## src/rtl/uart_pkg.sv

```systemverilog
// rtl/uart_pkg.sv - shared UART constants and receiver state encoding
package uart_pkg;

    // Frame geometry shared with the transmitter.
    localparam int UART_N_DEFAULT = 32;
    localparam int UART_M_DEFAULT = 100;

    typedef enum logic [2:0] {
        ST_IDLE      = 3'd0,
        ST_START     = 3'd1,
        ST_DATA      = 3'd2,
        ST_DONE      = 3'd3,
        ST_WAIT_HIGH = 3'd4
    } uart_state_e;

endpackage

```

## src/rtl/uart_receiver_if.sv

```systemverilog
// rtl/uart_receiver_if.sv - serial line in, received word and strobes out
interface uart_receiver_if
    import uart_pkg::*;
#(
    parameter int N = UART_N_DEFAULT
);

    logic         seriali;
    logic [N-1:0] data_out;
    logic         valid;
    logic         bit_data;
    logic         bit_strobe;
    logic         busy;
    logic         false_start;

    // Receiver side: samples the line, produces words and strobes.
    modport master (
        input  seriali,
        output data_out, valid, bit_data, bit_strobe, busy, false_start
    );

    // Board side: drives the RX pin and consumes the results.
    modport slave (
        output seriali,
        input  data_out, valid, bit_data, bit_strobe, busy, false_start
    );

endinterface

```

## src/rtl/uart_sync2.sv

```systemverilog
// rtl/uart_sync2.sv - two-flop synchronizer for asynchronous inputs, resets high
module uart_sync2 (
    input  logic clk,
    input  logic rst_n,
    input  logic d_i,
    output logic q_o
);

    logic meta_q;
    logic sync_q;

    // Reset to 1 so an idle-high line never looks like a start bit out of reset.
    always_ff @(posedge clk or negedge rst_n) begin
        if (!rst_n) begin
            meta_q <= 1'b1;
            sync_q <= 1'b1;
        end else begin
            meta_q <= d_i;
            sync_q <= meta_q;
        end
    end

    assign q_o = sync_q;

endmodule

```

## src/rtl/uart_receiver.sv

```systemverilog
// rtl/uart_receiver.sv - mid-bit sampling UART receiver, MSB-first word assembly
module uart_receiver
    import uart_pkg::*;
#(
    parameter int N = UART_N_DEFAULT,
    parameter int M = UART_M_DEFAULT
) (
    input  logic            clk,
    input  logic            reset,
    uart_receiver_if.master rx_if
);

    localparam int H  = M / 2;
    localparam int BW = $clog2(N + 1);

    logic          rx;

    uart_state_e   state_q, state_d;
    logic [31:0]   period_q, period_d;
    logic [BW-1:0] bitcnt_q, bitcnt_d;
    logic [N-1:0]  shreg_q, shreg_d;
    logic [N-1:0]  data_q, data_d;
    logic          valid_q, valid_d;
    logic          bit_data_q, bit_data_d;
    logic          bit_strobe_q, bit_strobe_d;
    logic          false_start_q, false_start_d;

    uart_sync2 u_sync (
        .clk   (clk),
        .rst_n (reset),
        .d_i   (rx_if.seriali),
        .q_o   (rx)
    );

    // State, counters and registered outputs.
    always_ff @(posedge clk or negedge reset) begin
        if (!reset) begin
            state_q       <= ST_IDLE;
            period_q      <= '0;
            bitcnt_q      <= '0;
            shreg_q       <= '0;
            data_q        <= '0;
            valid_q       <= 1'b0;
            bit_data_q    <= 1'b0;
            bit_strobe_q  <= 1'b0;
            false_start_q <= 1'b0;
        end else begin
            state_q       <= state_d;
            period_q      <= period_d;
            bitcnt_q      <= bitcnt_d;
            shreg_q       <= shreg_d;
            data_q        <= data_d;
            valid_q       <= valid_d;
            bit_data_q    <= bit_data_d;
            bit_strobe_q  <= bit_strobe_d;
            false_start_q <= false_start_d;
        end
    end

    // Frame sequencing: start-bit check at half period, data sampled every M after.
    always_comb begin
        state_d       = state_q;
        period_d      = period_q;
        bitcnt_d      = bitcnt_q;
        shreg_d       = shreg_q;
        data_d        = data_q;
        valid_d       = 1'b0;
        bit_data_d    = bit_data_q;
        bit_strobe_d  = 1'b0;
        false_start_d = 1'b0;

        case (state_q)
            ST_IDLE: begin
                period_d = '0;
                bitcnt_d = '0;
                if (!rx) begin
                    state_d = ST_START;
                end
            end

            ST_START: begin
                period_d = period_q + 32'd1;
                if (period_q == 32'(H - 1)) begin
                    period_d = '0;
                    if (!rx) begin
                        state_d = ST_DATA;
                    end else begin
                        false_start_d = 1'b1;
                        state_d       = ST_IDLE;
                    end
                end
            end

            ST_DATA: begin
                period_d = period_q + 32'd1;
                if (period_q == 32'(M - 1)) begin
                    // Cast keeps the low N bits, so the oldest bit ends in the MSB.
                    shreg_d      = N'({shreg_q, rx});
                    bit_data_d   = rx;
                    bit_strobe_d = 1'b1;
                    period_d     = '0;
                    bitcnt_d     = bitcnt_q + 1'b1;
                    if (bitcnt_q == BW'(N - 1)) begin
                        state_d = ST_DONE;
                    end
                end
            end

            ST_DONE: begin
                data_d  = shreg_q;
                valid_d = 1'b1;
                state_d = ST_WAIT_HIGH;
            end

            ST_WAIT_HIGH: begin
                // A trailing 0 data bit must not be mistaken for the next start bit.
                if (rx) begin
                    state_d = ST_IDLE;
                end
            end

            default: begin
                state_d = ST_IDLE;
            end
        endcase
    end

    assign rx_if.data_out    = data_q;
    assign rx_if.valid       = valid_q;
    assign rx_if.bit_data    = bit_data_q;
    assign rx_if.bit_strobe  = bit_strobe_q;
    assign rx_if.false_start = false_start_q;
    assign rx_if.busy        = (state_q != ST_IDLE);

endmodule

```

## src/flat_wrapper.sv

```systemverilog
// flat-port wrapper written by rule: the top's interface ports become plain ports
module uart_receiver_flat import uart_pkg::*;
#(
    parameter int N = UART_N_DEFAULT,
    parameter int M = UART_M_DEFAULT
)
  (clk, reset, rx_if_seriali, rx_if_data_out, rx_if_valid, rx_if_bit_data, rx_if_bit_strobe, rx_if_busy, rx_if_false_start);
  uart_receiver_if #(.N(N)) rx_if_i ();
  input  logic clk;
  input  logic reset;
  input wire logic [$bits(rx_if_i.seriali)-1:0] rx_if_seriali;
  output wire logic [$bits(rx_if_i.data_out)-1:0] rx_if_data_out;
  output wire logic [$bits(rx_if_i.valid)-1:0] rx_if_valid;
  output wire logic [$bits(rx_if_i.bit_data)-1:0] rx_if_bit_data;
  output wire logic [$bits(rx_if_i.bit_strobe)-1:0] rx_if_bit_strobe;
  output wire logic [$bits(rx_if_i.busy)-1:0] rx_if_busy;
  output wire logic [$bits(rx_if_i.false_start)-1:0] rx_if_false_start;
  assign rx_if_i.seriali = rx_if_seriali;
  assign rx_if_data_out = rx_if_i.data_out;
  assign rx_if_valid = rx_if_i.valid;
  assign rx_if_bit_data = rx_if_i.bit_data;
  assign rx_if_bit_strobe = rx_if_i.bit_strobe;
  assign rx_if_busy = rx_if_i.busy;
  assign rx_if_false_start = rx_if_i.false_start;
  uart_receiver #(.N(N), .M(M)) u_core (.clk(clk), .reset(reset), .rx_if(rx_if_i));
endmodule
```

## config.mk

```make
export PLATFORM = sky130hd
export DESIGN_NAME = uart_receiver_flat
export DESIGN_NICKNAME = d
export VERILOG_FILES = /design/src/rtl/uart_pkg.sv /design/src/rtl/uart_receiver_if.sv /design/src/rtl/uart_sync2.sv /design/src/rtl/uart_receiver.sv /design/src/flat_wrapper.sv
export SDC_FILE = /design/constraint.sdc
export NUM_CORES = 1
export LEC_CHECK = 0
export ABC_CLOCK_PERIOD_IN_PS = 2600
export CAP_MARGIN = 0
export CORE_ASPECT_RATIO = 0.75
export CORE_MARGIN = 3
export CORE_UTILIZATION = 58
export CTS_BUF_LIST = sky130_fd_sc_hd__clkbuf_8 sky130_fd_sc_hd__clkbuf_16
export DETAILED_ROUTE_END_ITERATION = 10
export PLACE_DENSITY = 0.8
export SLEW_MARGIN = 20
export SYNTH_ARGS = -nofsm -noshare
export SYNTH_HDL_FRONTEND = slang
export SYNTH_HIERARCHICAL = 1
export SYNTH_SLANG_ARGS = --single-unit
```

## constraint.sdc

```tcl
create_clock -name clk -period 2.6 [get_ports clk]
set_input_delay 0.26 -clock clk [delete_from_list [all_inputs] [get_ports clk]]
set_output_delay 0.26 -clock clk [all_outputs]
set_load 0.01 [all_outputs]
```

; Yosys cells after proc, flatten, opt, wreduce, memory -nomap -nowiden
; Index checks and enable logic that the tools add are counted.
[word_totals]
inputBits = 3
register_bits = 111
[op_classes]
add_sub_neg = 2
n_reduce_logical = 7
muxes = 18
n_eq_ne = 12
[op_table]
columns = cell, count
row1 = $pmux W32 S3, 1
row2 = $mux W32, 2
row3 = $add A32 B1 Y32 const B, 1
row4 = $eq A32 B6 Y1 const B, 1
row5 = $eq A32 B7 Y1 const B, 1
row6 = $mux W3, 5
row7 = $pmux W3 S5, 1
row8 = $pmux W6 S2, 1
row9 = $add A6 B1 Y6 const B, 1
row10 = $eq A3 B2 Y1 const B, 2
row11 = $eq A6 B5 Y1 const B, 1
row12 = $mux W1, 6
row13 = $mux W6, 1
row14 = $ne A2 B1 Y1 const B, 3
row15 = $reduce_bool A3 Y1, 2
row16 = $reduce_and A5 Y1, 1
row17 = $ne A2 B2 Y1 const B, 2
row18 = $reduce_and A2 Y1, 2
row19 = $eq A3 B1 Y1 const B, 1
row20 = $eq A3 B3 Y1 const B, 1
row21 = $logic_not A3 Y1, 1
row22 = $mux W2, 1
row23 = $reduce_bool A2 Y1, 1

; Depth between registers and ports, before layout
[logic_depth]
ltp_word = 4
ltp_mapped = 9
depth_no_buf = 7

; Hierarchy
; The synthesis kept the hierarchy.
[by_module_without_submodules]
columns = mod, n_inst, area_per_inst_um2, cells_per_inst
row1 = uart_receiver, 1, 4769.6, 516
row2 = uart_sync2, 1, 52.6, 2

; Worst setup path before layout
; OpenSTA, ideal clock, no wires.
[synth_path]
path_kind = register to register
start = register u_core.period_q[9]
end = register u_core.bitcnt_q[5]
t_arrival_ns = 2.236
setup_slack_ns = 0.243
n_path_buf = 1
stages_incl_launch_ff = 8
synth_period_minus_slack_ns = 2.357
setup_ns = 0.121
cell_sequence = dfrtp_1 -> nor4_1 -> nand4_1 -> or4_4 -> buf_6 -> nor3_2 -> mux2_1 -> a22o_1
[synth_via]
elab_chain_cells = 3
[synth_lines]
columns = element, line_no
row1 = start: declaration, uart_receiver.sv:19  ; logic [31:0] period_q, period_d;
row2 = start signal: assignment, uart_receiver.sv:49  ; period_q <= period_d;
row3 = $eq A32 B7 Y1, uart_receiver.sv:96  ; if (period_q == 32'(M - 1)) begin
row4 = $ne A2 B1 Y1 (no source line), -
row5 = $reduce_and A2 Y1 (no source line), -
row6 = end signal: assignment, uart_receiver.sv:50  ; bitcnt_q <= bitcnt_d;
row7 = end: declaration, uart_receiver.sv:20  ; logic [BW-1:0] bitcnt_q, bitcnt_d;
; No other way between the ends.
; A chain may end at the register's enable or synchronous reset.

; Worst setup path after layout
[layout_path]
start = register u_core.period_q[10]
end = register u_core.bitcnt_q[5]
; Same word-level chain as after synthesis.

==> flow_metrics.py <==
metrics = {
    "outcome": {
        "run_status": "complete, no violations",
    },
    "power": {
        "netSwitchingFraction": 0.2360,
        "switching_power_mw": 0.6561,
        "power_density_nw_per_um2": 499.8,
        "ir_worst_vdd_v": 0.0003542,
        "seqPwrFrac": 0.617,
        "clock_power_share": 0.369,
        "total_leakage_power_nw": 2.795,
        "comb_power_share": 0.014,
        "p_int_mw": 2.124,
    },
    "place": {
        "place.port_buffers": 39,
        "place_hpwl_um": 6607,
        "finalWeightedCongestion": 0.9100,
        "post-place-cells": 651,
        "placed_area_um2": 5353,
        "dp_worst_setup_slack_ps": 114.1,
    },
    "sta": {
        "clock_skew_ps": 17.54,
        "rsz_0062_raised_after_global_routing": "false",
        "achievable-frequency_mhz": 415.5,
        "worst_slew_pin_tran_ps": 638.0,
        "setup-violations-final": 0,
        "final_max_slew_viol_count": 0,
        "worst_slew_margin_rel": 0.5747,
        "setup-tns-final_ps": 0,
        "fin_crit_ps": 2406,
        "finalHoldViolations": 0,
        "post-route-worst-setup-slack_ps": 193.5,
        "timing.final.crit_share": 0.9256,
    },
    "global_routing": {
        "grt_max_degree": 51,
        "grt_use_total": 0.2217,
        "grt_remaining_overflow": 0,
        "number_of_antenna_violations_at_the_first_check_in_global_routing": 0,
        "grt_pass1_vias": 3566,
        "grt_first_pass_wirelength_um": 17110,
    },
    "yosys": {
        "yosys_warnings": 6,
        "synth.lib_cells_used.distinct": 51,
        "synthesis.instances": 518,
        "synth.area.top_cells": "sky130_fd_sc_hd__dfrtp_1 (56%), sky130_fd_sc_hd__nand2_1 (16%), sky130_fd_sc_hd__nor2_1 (3.4%), sky130_fd_sc_hd__xnor2_1 (2.7%), sky130_fd_sc_hd__xor2_1 (1.8%)",
        "synth_enable_flop_cells": 0,
        "synth.avg_cell_area_um2": 9.309,
        "predominant_post_synthesis_flop_cell": "sky130_fd_sc_hd__dfrtp_1",
        "post-synth-top-area-fraction": 0.5605,
        "synth_top_cells_by_count": "sky130_fd_sc_hd__nand2_1 (207), sky130_fd_sc_hd__dfrtp_1 (108), sky130_fd_sc_hd__nor2_1 (44), sky130_fd_sc_hd__nand3_1 (15), sky130_fd_sc_hd__xnor2_1 (15)",
        "synth_area_leader_cell": "sky130_fd_sc_hd__dfrtp_1",
        "fraction_of_the_yosys_area_taken_by_sequential_cells": 0.5714,
        "postSynthNetCount": 524,
        "synth.most_common_cell": "sky130_fd_sc_hd__nand2_1",
        "synth_area_um2": 4822,
        "yosys_register_bits": 110,
        "async_flop_share": 1.000,
    },
    "clocking": {
        "clock_sink_count": 110,
        "clkTransAtPathRegs_ps": 110,
        "cts_root_buffer": "sky130_fd_sc_hd__clkbuf_8",
        "cts_max_path_buffers": 2,
        "tritoncts.num_buffers": 9,
        "ctsResizeCount": 0,
        "post_cts_buffers": 0,
        "cts_tree": "built",
        "h-tree-depth": 3,
        "clock_latency_ps": 380,
    },
    "layout": {
        "finalNonFillerCells": 668,
        "n_antenna_cell": 0,
        "drive_above_1_share": 0.07638,
        "filler_cell_count": 637,
        "syn2layout_area_growth_pct": 15.36,
        "layout.nets": 564,
        "final_area_um2": 5563,
    },
    "floorplanning": {
        "die-area_um2": 9455,
        "die_h_um": 84.97,
        "starting_density_of_the_core": 0.6037,
        "core_area_um2": 7988,
        "die_w_um": 111.3,
        "row_count": 28,
        "ioPinCount": 40,
    },
    "detailed_routing": {
        "detail_route.first_pass.iterations": 5,
        "drc": 0,
        "route.final.wire_length_um": 9659,
        "antenna_violating_nets_post_route": 0,
        "detail_route.wl_per_cell_um": 14.46,
        "initialDrtViolationCount": 348,
        "drt-vias-per-instance": 5.455,
        "dr_total_vias": 3644,
    },
    "critical_path": {
        "path_delay_family": "simple AND/OR/NAND/NOR gates",
        "worst-endpoint-required_ps": 2870,
        "worstPathBufferInverterCount": 0,
        "cp_cell_sequence": "nor4_2 > nand4_1 > or4_4 > nor3_2 > mux2_1 > a22o_1",
        "crit_type": "register to register",
        "crit_path_end_kind": "register",
        "critical_path.slowest_cell": "sky130_fd_sc_hd__or4_4",
        "crit_path_start_kind": "register",
        "crit_arrival_ps": 2680,
        "timing.critical_path.slowest_cell_delay_ps": 570,
        "critical_path.max_fanout": 12,
    },
    "min_path": {
        "holdCritPathClass": "input port to register",
    },
    "flow_run": {
        "drv_cap": 0,
    },
}
worst register-to-register path, stage by stage (launching register included):
cell and delay (ps):
sky130_fd_sc_hd__dfrtp_1 470, sky130_fd_sc_hd__nor4_2 310, sky130_fd_sc_hd__nand4_1 210, sky130_fd_sc_hd__or4_4 570
sky130_fd_sc_hd__nor3_2 230, sky130_fd_sc_hd__mux2_1 330, sky130_fd_sc_hd__a22o_1 180
final cells by class:
type                            count  area [µm²]  area share
Inverter                            6       22.52    0.004049
Timing Repair Buffer               51       530.5     0.09537
Clock buffer                       10       137.6     0.02474
Sequential cell                   110        2755      0.4953
Clock inverter                      6       62.56     0.01125
Multi-Input combinational cell    380        1923      0.3457
Tap cell                          105       131.4     0.02362
path summary, 6_finish.rpt:
kind	startpoint	to	slack [ps]	cells after the start
setup / recovery	u_core/period_q[10]	u_core/bitcnt_q[5]	190	6
hold / removal	rx_if_seriali	u_core/u_sync/meta_q	290	1
setup reg to reg	u_core/period_q[10]	u_core/bitcnt_q[5]	190	6
hold reg to reg	u_core/u_sync/meta_q	u_core/u_sync/q_o	360	0
max in group asynchronous	reset	u_core/bitcnt_q[3]	1420	3
min in group asynchronous	reset	u_core/period_q[12]	450	2
power by group through the flow:
| stage | Clock, mW | Sequential, mW | Combinational [mW] |
|---|---|---|---|
| finish | 1.03 | 1.71 | 0.0403 |
| global route | 1.13 | 1.71 | 0.0479 |
| CTS | 1.06 | 1.71 | 0.0436 |
| detailed placement | 0 | 1.75 | 0.0424 |
| global placement | 0 | 1.75 | 0.0419 |
| floorplan | 0 | 1.75 | 0.000589 |
repair_timing:
item	in CTS	in global routing
hold endpoints to repair	48	0
hold buffers	1	0
endpoints found under the setup margin	0	1
per-stage QoR:
stage / hold slack, ps / power (mW) / util
2_1_floorplan: -35.59 / 1.748 / -
3_3_place_gp: 329.4 / 1.789 / 0.6701
3_5_place_dp: 334.5 / 1.790 / 0.6701
4_1_cts: 273.3 / 2.815 / 0.6964
5_1_grt: 273.5 / 2.893 / 0.6964
6_report: 289.3 / 2.780 / 0.6964
flip-flops by register name, summed over array words and instances (netlist names):
register                  count
u_core/period_q              32
u_core/u_sync/meta_q          1
u_core/rx_if.data_out        32
u_core/u_sync/q_o             1
u_core/shreg_q               32
u_core/rx_if.false_start      1
u_core/bitcnt_q               6
u_core/rx_if.valid            1
u_core/rx_if.bit_strobe       1
u_core/state_q                3
kinds of logic (layout without fill, tap and decap cells):
kind of cell | Yosys count | after routing | synth area share
buffers and inverters | 28 | 73 | 0.02984
multiplexers | 5 | 5 | 0.01142
XOR/XNOR | 25 | 25 | 0.04541
AND/OR/NAND/NOR | 318 | 318 | 0.2898
adder cells (fa/ha/maj) | 3 | 3 | 0.007785
AO/OA/AOI/OAI | 29 | 29 | 0.04437
flip-flops | 110 | 110 | 0.5714
layout by cell type, fill, tap and decap left out, types with 5 or more instances in the layout:
| master | count |
|---|---|
| sky130_fd_sc_hd__a21oi_1 | 6 |
| sky130_fd_sc_hd__a22o_1 | 7 |
| sky130_fd_sc_hd__and3_1 | 7 |
| sky130_fd_sc_hd__buf_4 | 8 |
| sky130_fd_sc_hd__clkbuf_8 | 10 |
| sky130_fd_sc_hd__clkdlybuf4s50_1 | 38 |
| sky130_fd_sc_hd__dfrtp_1 | 108 |
| sky130_fd_sc_hd__inv_1 | 5 |
| sky130_fd_sc_hd__nand2_1 | 207 |
| sky130_fd_sc_hd__nand3_1 | 15 |
| sky130_fd_sc_hd__nand4_1 | 7 |
| sky130_fd_sc_hd__nor2_1 | 44 |
| sky130_fd_sc_hd__nor4_1 | 7 |
| sky130_fd_sc_hd__xnor2_1 | 15 |
| sky130_fd_sc_hd__xor2_1 | 10 |
routing by layer:
layer / vias up / wire, µm / track usage
met5: - / 0 / 0
met4: 0 / 112 / 0.05856
met3: 14 / 480 / 0.04277
met2: 91 / 4482 / 0.3574
met1: 1770 / 4583 / 0.3147
li1: 1769 / - / -
Note: power is estimated with default switching activity, not from simulation.
==> RTL change: new RTL, same settings <==
Set the package constant `UART_N_DEFAULT` to 64 (it was 32).
--- a/src/rtl/uart_pkg.sv
+++ b/src/rtl/uart_pkg.sv
@@ -2,7 +2,7 @@
 package uart_pkg;
 
     // Frame geometry shared with the transmitter.
-    localparam int UART_N_DEFAULT = 32;
+    localparam int UART_N_DEFAULT = 64;
     localparam int UART_M_DEFAULT = 100;
 
     typedef enum logic [2:0] {
Ports: changed (resized rx_if_data_out); port bits go from 40 to 72. The function was not compared with the original's and may differ.
==> RTL change against the original RTL <==
- global-route usage grew 1.3 points
- wire length grew 69%
- power grew 87%
- sequential power grew 60%
- sequential cell count grew 65
- first-iteration DRC count grew 8.3%
- clock power grew 130%
- worst setup slack lost 0.046 ns
- synthesized cell count grew 33%
- core utilization grew 2.7 points
- clock skew shrank 0.0094 ns
- area after synthesis grew 58%
- cell area grew 64%
- highest routed layer unchanged
==> RTL change: results (changes against the original RTL) <==
adder-cell share of the synthesized area=0.004929 (-0.002856); dpl hpwl=10.57 mm (+60%); sequential share of the synthesized area=0.5753 (+0.003970); clock power share=0.464 (+0.095); outcome=complete, no violations; met1 wire length=7.661 mm (+67%); XOR/XNOR Fraction of Synth Area=0.01955 (-0.02586); Synth Area in Compound Gates=0.04666 (+0.002287); Synth area leaders=dfrtp_1 (57%), nand2_1 (11%), mux2_4 (9.7%); worst rel slew slack=0.5345 (-0.04014); largest net degree at the start of global routing=66 (+29%); Worst-path clk slew=0.07 ns (-0.04 ns); worst endpoint data arrival time=2.75 ns (+0.07 ns); RD Place Congestion=0.9152 (+0.57%); library cells used by synthesis=53 (+3.9%); nets=772 (+37%); DR WL met3=1.082 mm (+130%); number of buffers added on ports=71 (+82%); CP Max Fanout=22 (+10); Leakage=4.435 nW (+59%); DRT Pass-1 Iters=7 (+2); Post-synth top cells=nand2_1 (222), dfrtp_1 (173), mux2_4 (49); Worst VDD drop=0.0004662 V (+32%); Placed Cells=912 (+40%); filler cell count=820 (+29%); DR vias/cell=5.727 (+5.0%); Critical Path Source=u_core/period_q[2]$_DFFE_PN0P_; terminus of the critical flop-to-flop path=u_core/shreg_q[7]$_DFFE_PN0P_; Mapped Avg Cell Area=11.07 um^2 (+19%); Clock Skew=0.008125 ns (-0.009420 ns); Seq pwr share=0.523 (-0.094); Skew-Pair Late Insertion Delay=0.42 ns (+0.04 ns); Internal Power=4.069 mW (+92%); Power Total=5.208 mW (+87%)
## RTL change: cell count changes after synthesis, moves of 5 or more
cell	delta
nand2_1	+15
o21ai_0	+8
dfrtp_1	+65
or3_1	+5
buf_12	+5
a21oi_1	+9
mux2_2	+13
nor2_1	-16
mux2_4	+49
xnor2_1	-7
## RTL change: area by class of cell
type,count,area [um^2],area share
multi-input combinational,474,2994,0.3291
clock inverter,15,138.9,0.01527
clock buffer,17,425.4,0.04676
timing repair buffer,90,919.6,0.1011
sequential,175,4382,0.4816
inverter,8,30.03,0.003301
tap,166,207.7,0.02283
## RTL change: per-layer routing
metal | GRT usage | vias up
met5 | 0 | -
met4 | 0.06206 | 0
met3 | 0.05125 | 11
met2 | 0.3684 | 191
met1 | 0.3376 | 2738
li1 | - | 2472
## RTL change: critical path: stages (launching register included)
cell     delay, ns
dfrtp_1       0.46
nor4_2        0.36
nand4_2       0.23
or2_4         0.34
nor3_4        0.22
buf_12        0.17
buf_12        0.19
mux2_2        0.35
